`src/rtl/aacc32_stream_if.sv`:
```
// Stream bundle for aacc32_stream: operand beats in, one accumulated result per vector out.
// Both directions use valid/ready: a transfer happens on a rising clk where valid && ready; once raised, valid and its payload hold until that transfer.
interface aacc32_stream_if;
    logic        in_valid;
    logic        in_ready;
    logic [31:0] in_data;
    logic        in_last;
    logic        out_valid;
    logic        out_ready;
    logic [31:0] out_exact;
    logic [31:0] out_approx;
    logic [31:0] out_err_max;
    logic [15:0] out_count;
    logic        out_ovf;

    modport master (
        output in_valid, in_data, in_last, out_ready,
        input  in_ready, out_valid, out_exact, out_approx, out_err_max, out_count, out_ovf
    );

    modport slave (
        input  in_valid, in_data, in_last, out_ready,
        output in_ready, out_valid, out_exact, out_approx, out_err_max, out_count, out_ovf
    );
endinterface

```
`src/rtl/aacc32_stream.sv`:
```
// Exact vs DROP-truncated approximate running sums with worst-case divergence, one result per vector.
// Build option AACC_SAT_EN: accumulators saturate on overflow instead of wrapping.
module aacc32_stream #(
    parameter int DROP    = 0,
    parameter int MAX_LEN = 256
) (
    input  logic           clk,
    input  logic           rst_n,
    aacc32_stream_if.slave bus,
    output logic           dbg_hold
);
    typedef enum logic {ACC = 1'b0, HOLD = 1'b1} state_t;
    state_t state, state_nx;

    logic signed [31:0] acc_exact, acc_approx, d;
    logic signed [31:0] exact_w, approx_w, exact_n, approx_n;
    logic [31:0] err_max, err_n, abs_c;
    logic [32:0] diff, abs_d;
    logic [15:0] count, count_n;
    logic        ovf, ovf_n, ex_ovf, ap_ovf;
    logic        take, done, end_vec;

    assign take = bus.in_valid && bus.in_ready;
    assign done = bus.out_valid && bus.out_ready;

    always_comb begin
        d        = bus.in_data;
        exact_w  = acc_exact + d;
        approx_w = ((acc_approx >>> DROP) + (d >>> DROP)) << DROP;
        // Same-sign operands with a result of the other sign means the add left the 32-bit range.
        ex_ovf   = (acc_exact[31] == d[31]) && (exact_w[31] != d[31]);
        ap_ovf   = (acc_approx[31] == d[31]) && (approx_w[31] != d[31]);
`ifdef AACC_SAT_EN
        exact_n  = ex_ovf ? (d[31] ? 32'sh8000_0000 : 32'sh7FFF_FFFF) : exact_w;
        approx_n = ap_ovf ? (d[31] ? 32'sh8000_0000 : 32'sh7FFF_FFFF) : approx_w;
`else
        exact_n  = exact_w;
        approx_n = approx_w;
`endif
        diff     = {exact_n[31], exact_n} - {approx_n[31], approx_n};
        abs_d    = diff[32] ? (33'd0 - diff) : diff;
        abs_c    = abs_d[32] ? 32'hFFFF_FFFF : abs_d[31:0];
        err_n    = (abs_c > err_max) ? abs_c : err_max;
        count_n  = count + 16'd1;
        ovf_n    = ovf | ex_ovf | ap_ovf;
        end_vec  = bus.in_last || (count_n == 16'(MAX_LEN));
    end

    always_ff @(posedge clk or negedge rst_n) begin
        if (!rst_n) state <= ACC;
        else        state <= state_nx;
    end

    always_comb begin
        state_nx = state;
        case (state)
            ACC:     if (take && end_vec) state_nx = HOLD;
            HOLD:    if (done) state_nx = ACC;
            default: state_nx = ACC;
        endcase
    end

    always_comb begin
        bus.in_ready  = (state == ACC);
        bus.out_valid = (state == HOLD);
        dbg_hold      = (state == HOLD);
    end

    // Result registers only change on the closing beat, so they stay put through HOLD and after release.
    always_ff @(posedge clk or negedge rst_n) begin
        if (!rst_n) begin
            acc_exact       <= '0;
            acc_approx      <= '0;
            err_max         <= '0;
            count           <= '0;
            ovf             <= 1'b0;
            bus.out_exact   <= '0;
            bus.out_approx  <= '0;
            bus.out_err_max <= '0;
            bus.out_count   <= '0;
            bus.out_ovf     <= 1'b0;
        end else if (take) begin
            acc_exact  <= exact_n;
            acc_approx <= approx_n;
            err_max    <= err_n;
            count      <= count_n;
            ovf        <= ovf_n;
            if (end_vec) begin
                bus.out_exact   <= exact_n;
                bus.out_approx  <= approx_n;
                bus.out_err_max <= err_n;
                bus.out_count   <= count_n;
                bus.out_ovf     <= ovf_n;
            end
        end else if (done) begin
            acc_exact  <= '0;
            acc_approx <= '0;
            err_max    <= '0;
            count      <= '0;
            ovf        <= 1'b0;
        end
    end
endmodule

```
`src/flat_wrapper.sv`:
```
// flat-port wrapper written by rule: the top's interface ports become plain ports
module aacc32_stream_flat 
#(
    parameter int DROP    = 0,
    parameter int MAX_LEN = 256
)
  (clk, rst_n, dbg_hold, bus_in_valid, bus_in_data, bus_in_last, bus_out_ready, bus_in_ready, bus_out_valid, bus_out_exact, bus_out_approx, bus_out_err_max, bus_out_count, bus_out_ovf);
  aacc32_stream_if bus_i ();
  input  logic clk;
  input  logic rst_n;
  output logic dbg_hold;
  input wire logic [$bits(bus_i.in_valid)-1:0] bus_in_valid;
  input wire logic [$bits(bus_i.in_data)-1:0] bus_in_data;
  input wire logic [$bits(bus_i.in_last)-1:0] bus_in_last;
  input wire logic [$bits(bus_i.out_ready)-1:0] bus_out_ready;
  output wire logic [$bits(bus_i.in_ready)-1:0] bus_in_ready;
  output wire logic [$bits(bus_i.out_valid)-1:0] bus_out_valid;
  output wire logic [$bits(bus_i.out_exact)-1:0] bus_out_exact;
  output wire logic [$bits(bus_i.out_approx)-1:0] bus_out_approx;
  output wire logic [$bits(bus_i.out_err_max)-1:0] bus_out_err_max;
  output wire logic [$bits(bus_i.out_count)-1:0] bus_out_count;
  output wire logic [$bits(bus_i.out_ovf)-1:0] bus_out_ovf;
  assign bus_i.in_valid = bus_in_valid;
  assign bus_i.in_data = bus_in_data;
  assign bus_i.in_last = bus_in_last;
  assign bus_i.out_ready = bus_out_ready;
  assign bus_in_ready = bus_i.in_ready;
  assign bus_out_valid = bus_i.out_valid;
  assign bus_out_exact = bus_i.out_exact;
  assign bus_out_approx = bus_i.out_approx;
  assign bus_out_err_max = bus_i.out_err_max;
  assign bus_out_count = bus_i.out_count;
  assign bus_out_ovf = bus_i.out_ovf;
  aacc32_stream #(.DROP(DROP), .MAX_LEN(MAX_LEN)) u_core (.clk(clk), .rst_n(rst_n), .bus(bus_i), .dbg_hold(dbg_hold));
endmodule
```
`config.mk`:
```
export PLATFORM = sky130hd
export DESIGN_NAME = aacc32_stream_flat
export DESIGN_NICKNAME = d
export VERILOG_FILES = /design/src/rtl/aacc32_stream_if.sv /design/src/rtl/aacc32_stream.sv /design/src/flat_wrapper.sv
export SDC_FILE = /design/constraint.sdc
export NUM_CORES = 1
export LEC_CHECK = 0
export CAP_MARGIN = 20
export CORE_ASPECT_RATIO = 0.9
export CORE_MARGIN = 2
export CORE_UTILIZATION = 50
export DETAILED_ROUTE_END_ITERATION = 10
export PLACE_DENSITY_LB_ADDON = 0.2
export SYNTH_ARGS = -nofsm -noshare
export SYNTH_HDL_FRONTEND = slang
export SYNTH_SLANG_ARGS = --single-unit
```
`constraint.sdc`:
```
create_clock -name clk -period 12.5 [get_ports clk]
set_input_delay 1.25 -clock clk [delete_from_list [all_inputs] [get_ports clk]]
set_output_delay 1.25 -clock clk [all_outputs]
set_load 0.01 [all_outputs]
```
==> results.toml <==
[floorplanning]
die_w_um = 190
num_rows = 61
initial_core_util_pct = 50.5
core_um2 = 30700
fp.dieArea_um2 = 32400
die_h_um = 171
pin_count = 153

[yosys]
yosys.area.top_type = "dfrtp_1"
ys.flop_type = "dfrtp_1"
syn_area_per_cell_um2 = 8.85
synth.distinct_cells = 76
synth_top_area_share_pct = 36.6
synth.yosys.seq_area_share_pct = 36.6
syn-num-nets = 1920
synth_area_um2 = 15500
synth_edf_count = 0
synthCells = 1752
synth_area_leaders = "dfrtp_1, ha_1, o21ai_0"
async_reset_ff_share_pct = 100
synth_warnings = 0
synth-seq-cells = 227

[route]
vias = 13600
route.detailed.drc = 0
drtIter0Drc = 968
totalWireLength_um = 43900
drt-vias-per-instance = 5.90
ant_nets = 0
dr.pass1.iters = 5
wl_per_cell_um = 19.1

[global_route]
grtUsageTotal_pct = 27.2
grt_pass1_wl_um = 70400
grt_pass1_vias = 12900
overflow = 0
grt_max_degree = 97
antenna_found_initial = 3

[setup_path]
cp_max_fo = 58
slowest_delay_ps = 720
critPathSlowestCell = "a221oi_1"
cp_common_cell = "a21o_1"
crit_type = "in -> reg"
crit_path_end_kind = "flip-flop"
worstPathArrival_ps = 11430
critPathLaunchType = "input pin"
crit_required_ps = 12940

[cts]
cts_buffers = 26
cts_tree = "built"
path_clk_slew_ps = 60
cts_buffer_depth = 3
cts-root-buf = "clkbuf_16"
cts_resized = 0
clk_latency_ps = 560
cts_sinks = 227
cts_hold_buffers = 0
cts_max_level = 1
post-cts-setup-buffers = 0

[timing]
min_period_over_period_pct = 87.9
min_period_ps = 10990
maxSlewHeadroom_pct = 31.4
fin_tns_setup_ps = 0
skew_ps = 14.4
fmax_mhz = 91.0
setup_viol = 0
hold_viol = 0
final_max_slew_viol_count = 0
worstMarginPinSlew_ps = 1030
rsz0062_at_grt = "false"

[placement]
place_hpwl_um = 32200
port_buffers = 152
globalplace.congestion = 0.898

[job]
cap_violations = 0

[layout]
final_common_cell = "nand2_1"
nets = 2033
drive_above_1_share_pct = 6.53
fin_util_pct = 59.7
area_growth_pct = 18.1
fill_cells = 2767
final_cell_mix = "nand2_1, dfrtp_1, o21ai_0"

[status]
status = "completed"

[worst_hold_path]
hold_class = "reg -> reg"
kinds of logic (layout without fill, tap and decap cells):
kind of cell | count (synthesis) | in the layout | share of synthesized area (%)
compound gates | 585 | 585 | 24.2
fa+ha+maj | 131 | 131 | 10.7
other cells | 0 | 2 | 0
xor+xnor | 117 | 117 | 6.61
flops | 227 | 227 | 36.6
buf+inv | 142 | 275 | 3.69
simple gates | 514 | 514 | 15.5
mux | 36 | 36 | 2.59
Yosys cell counts (17+ instances only):
cell / number
o21a_1: 18
a22o_1: 53
o21ai_0: 195
ha_1: 128
nand2_1: 232
a21o_1: 64
a21oi_1: 97
dfrtp_1: 227
nor3_1: 23
nor2_1: 86
clkbuf_1: 69
a31oi_1: 19
and3_1: 17
mux2_2: 33
nand3_1: 51
o21ai_1: 32
xnor2_1: 72
xor2_1: 45
inv_1: 61
flip-flops by register name, summed over array words and instances (netlist names):
signal,cells
u_core.count,16
u_core.bus.out_err_max,32
u_core.err_max,32
u_core.bus.out_valid,1
u_core.bus.out_ovf,1
u_core.bus.out_count,16
u_core.acc_approx,32
u_core.ovf,1
u_core.bus.out_approx,32
u_core.acc_exact,32
u_core.bus.out_exact,32
metrics by stage:
step / hold slack (ps) / instances / area, µm² / setup slack (ps)
6_report: 475 / 2296 / 18300 / 1510
5_1_grt: 500 / 2296 / 18300 / 713
4_1_cts: 484 / 2293 / 18300 / 1620
3_5_place_dp: 469 / 2245 / 17300 / 1070
3_3_place_gp: 459 / 2245 / 17300 / 1290
2_1_floorplan: 454 / 1752 / 15500 / 3090
metal layers:
| layer | track usage [%] | up-vias | share of wire (%) | wire length, µm |
|---|---|---|---|---|
| met5 | 0 | - | 0 | 0 |
| li1 | - | 6593 | - | - |
| met2 | 43.5 | 399 | 45 | 19600 |
| met3 | 3.65 | 71 | 5.4 | 2380 |
| met1 | 38.7 | 6491 | 47 | 20700 |
| met4 | 8.06 | 0 | 2.9 | 1270 |
area by class of cell:
class                      instances  area [µm²]  share of cell area (%)
tap                              409         512                    2.79
clock inverter                    16         209                    1.14
multi-input combinational       1383        9300                    50.8
inverter                          61         229                    1.25
clock buffer                      32         723                    3.95
antenna                            2        5.00                  0.0273
timing repair buffer             166        1650                    9.02
sequential                       227        5680                    31.0
final timing paths:
| path | start | endpoint | slack, ps | cells after the start |
|---|---|---|---|---|
| worst max register to register | u_core.acc_exact[0]$_DFFE_PN0P_ | u_core.err_max[2]$_DFFE_PN0P_ | 2310 | 36 |
| worst min register to register | u_core.bus.out_count[4]$_DFFE_PN0P_ | u_core.bus.out_count[4]$_DFFE_PN0P_ | 480 | 2 |
| worst min-delay path | u_core.bus.out_count[4]$_DFFE_PN0P_ | u_core.bus.out_count[4]$_DFFE_PN0P_ | 480 | 2 |
| worst max-delay path | bus_in_data[0] | u_core.err_max[2]$_DFFE_PN0P_ | 1510 | 37 |
| max in group asynchronous | rst_n | u_core.bus.out_err_max[15]$_DFFE_PN0P_ | 9630 | 3 |
| min in group asynchronous | rst_n | u_core.bus.out_approx[1]$_DFFE_PN0P_ | 690 | 1 |
worst max-delay path: cells and delay by family:
family | cells | cell delay (ps)
adders and majority gates | 4 | 1310
and+or+nand+nor | 8 | 2340
buffers and inverters | 3 | 1080
xor gates and xnor gates | 1 | 150
AOI/OAI and AO/OA | 21 | 5280
Power is left out: the tool's default activity adds up to more than one toggle a clock period on the data nets, which glitch-free logic cannot reach.
